[src/rtl/display_unit.sv]
// display_unit
//   Latches a 14-bit value from the register file on the load strobe. In
//   binary mode the value is shown on 14 LEDs. In hex mode it is shown on a
//   4-digit multiplexed seven-segment display. The prescaler and digit scan
//   run freely and are never restarted by a load.
//
// Ports
//   clk            system clock, rising-edge active
//   rst            asynchronous, active-high reset
//   ldA            load strobe, level-sensitive (latches on every high edge)
//   displaySelect  0 = binary on LEDs, 1 = hex on seven-segment
//   dataIn[13:0]   value to display
//   led[13:0]      binary display, registered
//   seg[6:0]       segments {g,f,e,d,c,b,a}, active-low, registered
//   an[3:0]        digit enables, active-low, an[0] = rightmost, registered
//   loaded         high once any value has been latched since reset
module display_unit #(
  parameter int unsigned REFRESH_DIV = 4
) (
  input  logic        clk,
  input  logic        rst,
  input  logic        ldA,
  input  logic        displaySelect,
  input  logic [13:0] dataIn,
  output logic [13:0] led,
  output logic [6:0]  seg,
  output logic [3:0]  an,
  output logic        loaded
);

  localparam logic [15:0] PRESC_LAST = 16'(REFRESH_DIV - 1);
  localparam logic [6:0]  SEG_BLANK  = 7'b1111111;
  localparam logic [3:0]  AN_OFF     = 4'b1111;

  function automatic logic [6:0] hex_glyph(input logic [3:0] nib);
    logic [6:0] g;
    case (nib)
      4'h0: g = 7'b1000000;
      4'h1: g = 7'b1111001;
      4'h2: g = 7'b0100100;
      4'h3: g = 7'b0110000;
      4'h4: g = 7'b0011001;
      4'h5: g = 7'b0010010;
      4'h6: g = 7'b0000010;
      4'h7: g = 7'b1111000;
      4'h8: g = 7'b0000000;
      4'h9: g = 7'b0010000;
      4'hA: g = 7'b0001000;
      4'hB: g = 7'b0000011;
      4'hC: g = 7'b1000110;
      4'hD: g = 7'b0100001;
      4'hE: g = 7'b0000110;
      default: g = 7'b0001110;
    endcase
    return g;
  endfunction

  logic [13:0] value_q, value_d;
  logic        mode_q, mode_d;
  logic        loaded_q, loaded_d;
  logic [15:0] presc_q, presc_d;
  logic [1:0]  idx_q, idx_d;
  logic [13:0] led_q, led_d;
  logic [6:0]  seg_q, seg_d;
  logic [3:0]  an_q, an_d;
  logic [3:0]  nibble;
  logic        tick;

  always_comb begin
    value_d  = value_q;
    mode_d   = mode_q;
    loaded_d = loaded_q;
    if (ldA) begin
      value_d  = dataIn;
      mode_d   = displaySelect;
      loaded_d = 1'b1;
    end

    // Free-running scan: a load never touches prescaler or digit index.
    tick    = (presc_q == PRESC_LAST);
    presc_d = tick ? 16'd0 : presc_q + 16'd1;
    idx_d   = tick ? idx_q + 2'd1 : idx_q;

    case (idx_q)
      2'd0:    nibble = value_q[3:0];
      2'd1:    nibble = value_q[7:4];
      2'd2:    nibble = value_q[11:8];
      default: nibble = {2'b00, value_q[13:12]};
    endcase

    // All outputs derive from the same latched mode, so a mode change
    // switches led/seg/an together on one edge.
    led_d = mode_q ? 14'd0 : value_q;
    if (mode_q && loaded_q) begin
      an_d  = ~(4'b0001 << idx_q);
      seg_d = hex_glyph(nibble);
    end else begin
      an_d  = AN_OFF;
      seg_d = SEG_BLANK;
    end
  end

  always_ff @(posedge clk or posedge rst) begin
    if (rst) begin
      value_q  <= '0;
      mode_q   <= 1'b0;
      loaded_q <= 1'b0;
      presc_q  <= '0;
      idx_q    <= '0;
      led_q    <= '0;
      seg_q    <= SEG_BLANK;
      an_q     <= AN_OFF;
    end else begin
      value_q  <= value_d;
      mode_q   <= mode_d;
      loaded_q <= loaded_d;
      presc_q  <= presc_d;
      idx_q    <= idx_d;
      led_q    <= led_d;
      seg_q    <= seg_d;
      an_q     <= an_d;
    end
  end

  assign led    = led_q;
  assign seg    = seg_q;
  assign an     = an_q;
  assign loaded = loaded_q;

endmodule

[config.mk]
export PLATFORM = sky130hd
export DESIGN_NAME = display_unit
export DESIGN_NICKNAME = d
export VERILOG_FILES = /design/src/rtl/display_unit.sv
export SDC_FILE = /design/constraint.sdc
export NUM_CORES = 1
export LEC_CHECK = 0
export ABC_AREA = 1
export CORE_MARGIN = 2
export CORE_UTILIZATION = 30
export DETAILED_ROUTE_END_ITERATION = 10
export PLACE_DENSITY = 0.61
export SLEW_MARGIN = 20
export SYNTH_ARGS = -nofsm -noshare
export SYNTH_HDL_FRONTEND = slang
export SYNTH_SLANG_ARGS = --single-unit
[constraint.sdc]
create_clock -name clk -period 2.74 [get_ports clk]
set_input_delay 0.822 -clock clk [delete_from_list [all_inputs] [get_ports clk]]
set_output_delay 0.822 -clock clk [all_outputs]
set_load 0.03 [all_outputs]
; ---- After elaboration in Yosys (flattened, before gate mapping)
; Memory sizes are Yosys's and may differ from the RTL's.
; Cells that the tools add are included.
[classes]
shifts = 1
addsub = 2
bitwise = 1
n_mux = 5
n_reduce_logical = 2
eq_ne = 3
[op_table]
columns = operator, n
row1 = $add A16 B1 Y16 const B, 1
row2 = $eq A16 B2 Y1 const B, 1
row3 = $mux W16, 1
row4 = $mux W14, 1
row5 = $pmux W4 S3, 1
row6 = $mux W7, 1
row7 = $mux W4, 1
row8 = $not A4 Y4, 1
row9 = $shl A1 B2 Y4 const A, 1
row10 = $add A2 B1 Y2 const B, 1
row11 = $eq A2 B1 Y1 const B, 1
row12 = $eq A2 B2 Y1 const B, 1
row13 = $logic_not A2 Y1, 1
row14 = $logic_and A1 B1 Y1, 1
[word_totals]
regBits = 59
output_inout_bits = 26
memories = 1
romBits = 112
[memory_table]
columns = name, words, word_bits, rd, rd_clocked_by_memory_dff, write_ports, line
row1 = (no name shown), 16, 7, 1, 0, 0, 37  ; case (nib)

; ---- Depth between registers and ports, before layout
; Gate-level depths: netlist of run 1.
; An unclocked memory read counts as a cell.
[logic_depth]
ltp_word = 4
ltp_mapped = 11
depth_no_buf = 11

; ---- Worst setup path after synthesis of run 1
; OpenSTA, ideal clock, no wires.
[synth_path]
path_kind = flip-flop to flip-flop
start = register idx_q[0]
end = register seg_q[1], in the netlist seg[1]
period_less_slack_ns = 1.736
slack_ns = 1.004
t_arrival_ns = 1.660
stages_incl_launch_ff = 10
path_buffers = 0
cell_sequence = dfrtp_1 > ha_1 > inv_2 > nand2_1 > o21bai_1 > ha_1 > nand3_1 > nor2_1 > nor2_1 > nand2_1
[synth_between]
elab_chain_cells = 4
word_cells_on_any_way = 6
cone_classes = eq/ne (2) / mux (2) / reduce/logical (1) / memory (1)
[synth_rtl]
columns = element, line
row1 = "start, declared", 62  ; logic [1:0] idx_q, idx_d;
row2 = "start signal, assigned", 118  ; idx_q <= idx_d;
row3 = "$eq A2 B2 Y1, or another cell as far along", 84  ; case (idx_q)
row4 = $pmux W4 S3 *, 84
row5 = $mem_v2 Z16 W7 *, n/a
row6 = $mux W7 *, 94  ; if (mode_q && loaded_q) begin
row7 = via seg_d[1], 64  ; logic [6:0] seg_q, seg_d;
row8 = "end signal, assigned", 120  ; seg_q <= seg_d;
row9 = "end, declared", 64
; The timed path passes the listed nets; every way through them passes the cells marked *.
; A chain may end at the register's enable or synchronous reset.

; ---- Worst setup path in the final report of run 1
[layout_path]
start = register seg_q[0], in the netlist seg[0]
end = output seg[0]
[layout_rtl]
columns = element, line
row1 = "end, declared", 26  ; output logic [6:0] seg,
; No word-level cell between the ends.

==> results of run 1 <==
[state kept, by name (all words and copies together), names as in the netlist]
| signal | cells |
|---|---|
| idx_q | 2 |
| seg | 7 |
| led | 14 |
| an | 4 |
| presc_q | 16 |
| loaded | 1 |
| value_q | 14 |
| mode_q | 1 |
[Yosys cell counts, drive strengths merged]
cell    instances  area (sq um)
xnor2           1         8.760
xor2            6         52.55
o21ai          16         83.83
inv            53         198.9
mux2            1         11.26
o21bai          1         7.510
dfstp          11         289.0
or2             1         6.260
nor3            6         40.04
nor2           39         173.9
nand2          86         345.3
nand4           3         18.77
a21oi           2         10.01
nand3          29         155.2
ha             12         150.1
clkbuf          4         15.01
dfrtp          48          1201
[layout make-up]
| class | count | area [sq um] | area share |
|---|---|---|---|
| flip-flops and latches | 59 | 1490 | 0.4159 |
| clock buffers | 9 | 123.9 | 0.03457 |
| repair buffers | 46 | 465.4 | 0.1299 |
| multi-input cells | 203 | 1064 | 0.2968 |
| well taps | 111 | 138.9 | 0.03876 |
| clock inverters | 7 | 102.6 | 0.02863 |
| inverters | 53 | 198.9 | 0.05552 |
[kinds of logic (layout without fill, tap and decap cells)]
| group | after synthesis | after routing | synth area share |
|---|---|---|---|
| mux | 1 | 1 | 0.004068 |
| compound gates | 19 | 19 | 0.03662 |
| flops | 59 | 59 | 0.5384 |
| xor+xnor | 7 | 7 | 0.02215 |
| simple gates | 164 | 164 | 0.2672 |
| buf+inv | 57 | 115 | 0.07730 |
| fa+ha+maj | 12 | 12 | 0.05425 |
[where the power goes]
part	leakage, nW	internal (W)	switching (W)
logic	0.938	0.000122	0.000182
clock network	0.110	0.000517	0.000367
registers	0.737	0.000936	0.0000273
[per-stage QoR]
stage | worst slack [ps] | hold WS [ps]
2_1_floorplan | 479.9 | 451.1
3_3_place_gp | 735.0 | 472.7
3_5_place_dp | 716.6 | 477.1
4_1_cts | 362.0 | 481.5
5_1_grt | 338.6 | 502.8
6_report | 395.8 | 482.2
[how the worst max path moves through the flow]
| stage | endpoint | slack, ps | cells past startpoint |
|---|---|---|---|
| 2_1_floorplan | idx_q[0] | 480 | 1 |
| 3_3_place_gp | value_q[5] | 740 | 4 |
| 3_5_place_dp | value_q[0] | 720 | 3 |
| 4_1_cts | seg[0] | 360 | 1 |
| 5_1_grt | seg[3] | 340 | 1 |
| 6_report | seg[0] | 400 | 1 |
[per-layer routing]
metal	vias to the layer above	GRT usage	wire length, microns
li1	1082	-	-
met1	967	0.1618	2598
met2	52	0.2017	2521
met3	10	0.03482	282
met4	0	0.06533	112
met5	-	0	0
==> metrics.json, run 1 <==
{
  "outcome": {"value": "finished clean"},
  "reg2reg_to": {"value": "seg[5]"},
  "cts_inserted_buffers": {"value": 9},
  "final-setup-viol-count": {"value": 0},
  "floorplan.die.height": {"value": 100.1, "unit": "microns"},
  "first_global_vias": {"value": 2243},
  "dp_hpwl": {"value": 4.130, "unit": "mm"},
  "max_freq": {"value": 0.4266, "unit": "GHz"},
  "classification_of_the_worst_slack_hold_path": {"value": "reg -> reg"},
  "layout.core_utilization": {"value": 0.3934},
  "worstPathCellList": {"value": "clkdlybuf4s50_1"},
  "mostFrequentLayoutCell": {"value": "sky130_fd_sc_hd__nand2_1"},
  "unrepaired_setup_endpoints_after_global_routing": {"value": "false"},
  "timing.clock.skew": {"value": 10.50, "unit": "ps"},
  "clkSlewWorstSetupHoldPaths": {"value": 70, "unit": "ps"},
  "clock-root-buffer": {"value": "sky130_fd_sc_hd__clkbuf_8"},
  "fill_cells": {"value": 892},
  "gp_routability_congestion": {"value": 0.8409},
  "synthesis.yosys.warnings": {"value": 0},
  "numPortBuffers": {"value": 43},
  "synth.net_count": {"value": 349},
  "design_area": {"value": 0.003583, "unit": "sq mm"},
  "detailroute.via_count": {"value": 2111},
  "period_share": {"value": 0.8555},
  "first_iter_violations": {"value": 61},
  "period_minus_slack": {"value": 2344, "unit": "ps"},
  "tightest_slew": {"value": 537.9, "unit": "ps"},
  "worst_setup_path_end_kind": {"value": "output pin"},
  "groute.usage.overall": {"value": 0.1279},
  "synthesis.area_per_instance": {"value": 8.676, "unit": "sq um"},
  "critical_path.n_buffers_inverters": {"value": 1},
  "post_cts.repair.setup_buffers": {"value": 0},
  "cp.arrival": {"value": 1520, "unit": "ps"},
  "clk_path_buf_depth": {"value": 2},
  "critical_path.startpoint": {"value": "seg[0]"},
  "route.detailed.wl_per_inst": {"value": 11.30, "unit": "microns"},
  "worstHoldPathCells": {"value": 1},
  "drc": {"value": 0},
  "register_to_register_setup_slack": {"value": 760, "unit": "ps"},
  "fraction_of_final_layout_cells_with_drive_strength_greater_than_1": {"value": 0.1379},
  "insertedDiodeCount": {"value": 0},
  "clk_latency": {"value": 340, "unit": "ps"},
  "pwr_per_cell_area": {"value": 600.6, "unit": "mW/mm^2"},
  "coreArea": {"value": 0.009109, "unit": "sq mm"},
  "total_die_area": {"value": 0.01001, "unit": "sq mm"},
  "worstRegToRegCells": {"value": 10},
  "die_w": {"value": 100.1, "unit": "microns"},
  "layout_common_cells": {"value": "sky130_fd_sc_hd__nand2_1 (79), sky130_fd_sc_hd__inv_1 (50), sky130_fd_sc_hd__dfrtp_1 (48)"},
  "numClockSinks": {"value": 59},
  "headroom_to_the_max_slew_limit": {"value": 0.6414},
  "power": {"value": 0.002152, "unit": "W"},
  "cts_tree": {"value": "yes"},
  "number_of_search_and_repair_iterations_in_the_first_detailed_routing_pass": {"value": 6},
  "number_of_distinct_library_cells_after_synthesis": {"value": 25},
  "synth.ff_latch_count": {"value": 59},
  "layoutNonFillerInstCount": {"value": 488},
  "critical-path-top-delay-family": {"value": "buffers and inverters"},
  "fin_tns_setup": {"value": 0, "unit": "ps"},
  "wirelength": {"value": 5.515, "unit": "mm"},
  "timing.final.max_slew_violations": {"value": 0},
  "hold_start": {"value": "presc_q[0]"},
  "route.detailed.vias_per_inst": {"value": 4.326},
  "grt_remaining_overflow": {"value": 0},
  "cts_hold_repair.buffers": {"value": 0},
  "placedInstanceArea": {"value": 0.003357, "unit": "sq mm"},
  "clock_tree.htree_level_count": {"value": 3},
  "synth.yosys.seq_area_share": {"value": 0.5384},
  "timing.rr.start": {"value": "idx_q[0]"},
  "grt_start_max_net_pins": {"value": 32},
  "ir_worst_vdd": {"value": 216.2, "unit": "uV"},
  "power_leakage": {"value": 1.785, "unit": "nW"},
  "timing_worst_setup_path_type": {"value": "reg -> out"},
  "final_net_count": {"value": 402},
  "netlist_area": {"value": 0.002768, "unit": "sq mm"},
  "post_cts_resize_count": {"value": 0},
  "final_antenna_net_count": {"value": 0},
  "grt_first_pass_wirelength": {"value": 10.04, "unit": "mm"},
  "cap_violations": {"value": 0},
  "grt_antenna_before_repair": {"value": 0},
  "syn_to_final_growth": {"value": 29.48, "unit": "%"},
  "critPathLaunchType": {"value": "register"},
  "cp_slowest_stage_delay": {"value": 660, "unit": "ps"},
  "critical_path_data_required_time": {"value": 1920, "unit": "ps"},
  "initial_utilization": {"value": 0.3038},
  "timing.critical_path.fanout_max": {"value": 1},
  "finalHoldViolCount": {"value": 0},
  "dpl_cells": {"value": 472},
  "hold_path_end": {"value": "presc_q[0]"},
  "crit_slowest_cell": {"value": "sky130_fd_sc_hd__clkdlybuf4s50_1"},
  "syn-instance-count": {"value": 319},
  "io-pin-count": {"value": 44},
  "rows": {"value": 35}
}
Power figures use the tool's default switching activity.
==> run 2: changes to the inputs <==
- PLACE_DENSITY: 0.61 -> 0.57
==> run 2 against run 1 <==
Critical path depth stayed put. First-iteration DRC count grew 13%. Global-route usage down 0.83 points. Sequential cell count did not move. Design area fell by 1.3%. Register-to-register slack lost 50 ps. Fmax up 0.71%. Total power decreased by 8.6%. Worst setup slack improved by 16 ps. Die area is the same. Via count shrank 1.7%. Sequential share of layout area grew 0.56 points. Largest power group unchanged. Highest routed layer unchanged.
==> metrics.json, run 2 (synthesized netlist as in run 1, its figures left out) <==
{
  "drc": {"value": 0},
  "cts_tree": {"value": "yes"},
  "tightest_slew": {"value": 527.9, "unit": "ps"},
  "critical_path.n_buffers_inverters": {"value": 1},
  "clock-root-buffer": {"value": "sky130_fd_sc_hd__clkbuf_8"},
  "first_iter_violations": {"value": 69},
  "insertedDiodeCount": {"value": 0},
  "grt_antenna_before_repair": {"value": 0},
  "post_cts.repair.setup_buffers": {"value": 0},
  "max_freq": {"value": 0.4296, "unit": "GHz"},
  "cap_violations": {"value": 0},
  "rows": {"value": 35},
  "coreArea": {"value": 0.009109, "unit": "sq mm"},
  "clk_latency": {"value": 330, "unit": "ps"},
  "worst_setup_path_end_kind": {"value": "output pin"},
  "numClockSinks": {"value": 59},
  "io-pin-count": {"value": 44},
  "fin_tns_setup": {"value": 0, "unit": "ps"},
  "wirelength": {"value": 5.405, "unit": "mm"},
  "fraction_of_final_layout_cells_with_drive_strength_greater_than_1": {"value": 0.1379},
  "die_w": {"value": 100.1, "unit": "microns"},
  "timing.final.max_slew_violations": {"value": 0},
  "grt_first_pass_wirelength": {"value": 9.370, "unit": "mm"},
  "cp_slowest_stage_delay": {"value": 660, "unit": "ps"},
  "timing.clock.skew": {"value": 9.389, "unit": "ps"},
  "timing.critical_path.fanout_max": {"value": 1},
  "cp.arrival": {"value": 1510, "unit": "ps"},
  "dpl_cells": {"value": 472},
  "critPathLaunchType": {"value": "register"},
  "largest-register": {"value": "presc_q"},
  "internal_power": {"value": 0.001409, "unit": "W"},
  "pwr-share-seq": {"value": 0.489},
  "post_cts_resize_count": {"value": 0},
  "final_antenna_net_count": {"value": 0},
  "number_of_search_and_repair_iterations_in_the_first_detailed_routing_pass": {"value": 4},
  "unrepaired_setup_endpoints_after_global_routing": {"value": "false"},
  "outcome": {"value": "finished clean"},
  "floorplan.die.height": {"value": 100.1, "unit": "microns"},
  "crit_slowest_cell": {"value": "sky130_fd_sc_hd__clkdlybuf4s50_1"},
  "period_share": {"value": 0.8495},
  "groute.usage.overall": {"value": 0.1197},
  "critical-path-top-delay-family": {"value": "buffers and inverters"},
  "largest_reg_flops": {"value": 16},
  "cts_hold_repair.buffers": {"value": 0},
  "final-setup-viol-count": {"value": 0},
  "initial_utilization": {"value": 0.3038},
  "worstPathCellList": {"value": "clkdlybuf4s50_1"},
  "pwr_per_cell_area": {"value": 556.6, "unit": "mW/mm^2"},
  "syn_to_final_growth": {"value": 27.76, "unit": "%"},
  "total_die_area": {"value": 0.01001, "unit": "sq mm"},
  "layout_common_cells": {"value": "sky130_fd_sc_hd__nand2_1 (79), sky130_fd_sc_hd__inv_1 (50), sky130_fd_sc_hd__dfrtp_1 (48)"},
  "critical_path_data_required_time": {"value": 1920, "unit": "ps"},
  "gp_routability_congestion": {"value": 0.7996},
  "mostFrequentLayoutCell": {"value": "sky130_fd_sc_hd__nand2_1"},
  "power.net_switching": {"value": 0.0005594, "unit": "W"},
  "clock_tree.htree_level_count": {"value": 3},
  "clkSlewWorstSetupHoldPaths": {"value": 70, "unit": "ps"},
  "first_global_vias": {"value": 2123},
  "p_comb_frac": {"value": 0.155},
  "classification_of_the_worst_slack_hold_path": {"value": "reg -> reg"},
  "final_net_count": {"value": 402},
  "ir_worst_vdd": {"value": 190.9, "unit": "uV"},
  "detailroute.via_count": {"value": 2076},
  "layoutNonFillerInstCount": {"value": 488},
  "route.detailed.vias_per_inst": {"value": 4.254},
  "timing_worst_setup_path_type": {"value": "reg -> out"},
  "cts_inserted_buffers": {"value": 9},
  "clk_path_buf_depth": {"value": 2},
  "power_leakage": {"value": 1.760, "unit": "nW"},
  "grt_start_max_net_pins": {"value": 30},
  "headroom_to_the_max_slew_limit": {"value": 0.6481},
  "clock_share_of_power": {"value": 0.356},
  "dp_hpwl": {"value": 4.066, "unit": "mm"},
  "power.share.switching": {"value": 0.2843},
  "numPortBuffers": {"value": 43},
  "period_minus_slack": {"value": 2328, "unit": "ps"},
  "route.detailed.wl_per_inst": {"value": 11.08, "unit": "microns"},
  "finalHoldViolCount": {"value": 0},
  "grt_remaining_overflow": {"value": 0}
}
## run 2: changes by cell type in the layout (fill, tap and decap cells not counted), sizes merged
cell | before | now
bufinv | 2 | 0
clkbuf | 9 | 10
clkinv | 4 | 3
clkinvlp | 1 | 3
## run 2: final cells by class
type                            instances  area, sq um
Clock buffer                           10        137.6
Clock inverter                          6        41.29
Fill cell                             924         5573
Inverter                               53        198.9
Multi-Input combinational cell        203         1064
Sequential cell                        59         1490
Tap cell                              111        138.9
Timing Repair Buffer                   46        465.4
## run 2: metal layers
layer | GRT usage | up-vias | share of wire
met4 | 0.05901 | 0 | 0.014
met3 | 0.03552 | 4 | 0.041
met2 | 0.1824 | 39 | 0.44
met1 | 0.1558 | 955 | 0.50
met5 | 0 | - | 0
li1 | - | 1078 | -
## run 2: path summary, 6_finish.rpt
check                              to  startpoint  cells past startpoint  slack (ps)
setup / recovery               seg[0]      seg[0]                      1         410
hold / removal             presc_q[0]  presc_q[0]                      1         490
setup reg to reg               seg[3]    idx_q[0]                     11         710
hold reg to reg            presc_q[0]  presc_q[0]                      1         490
max in group asynchronous      seg[5]         rst                      3        1380
min in group asynchronous  presc_q[9]         rst                      2         760
## run 2: through the flow
step	cell area [sq um]	hold slack [ps]	util	worst slack (ps)	power, W
2_1_floorplan	2768	451.1	-	479.9	0.001156
3_3_place_gp	3357	473.7	0.3685	697.0	0.001286
3_5_place_dp	3357	485.4	0.3685	636.2	0.001288
4_1_cts	3536	494.0	0.3882	383.3	0.002003
5_1_grt	3536	508.4	0.3882	351.8	0.002074
6_report	3536	491.8	0.3882	412.3	0.001968
## run 2: worst reg2reg max path, stage by stage (launching register included)
cell                      delay (ps)
sky130_fd_sc_hd__dfrtp_1         420
sky130_fd_sc_hd__inv_1           110
sky130_fd_sc_hd__ha_1            290
sky130_fd_sc_hd__nand2_1         100
sky130_fd_sc_hd__nand2_1          70
sky130_fd_sc_hd__o21ai_2         250
sky130_fd_sc_hd__inv_1           130
sky130_fd_sc_hd__ha_1            240
sky130_fd_sc_hd__nand3_1         140
sky130_fd_sc_hd__nand2_1          70
sky130_fd_sc_hd__nand2_1          60
sky130_fd_sc_hd__nand3_1          70
## run 2: power by group through the flow
stage | registers, W | logic [W] | clock network [W]
detailed placement | 0.000980 | 0.000308 | 0
global route | 0.000969 | 0.000335 | 0.000770
finish | 0.000963 | 0.000305 | 0.000700
CTS | 0.000965 | 0.000309 | 0.000730
global placement | 0.000980 | 0.000306 | 0
floorplan | 0.00104 | 0.000111 | 0
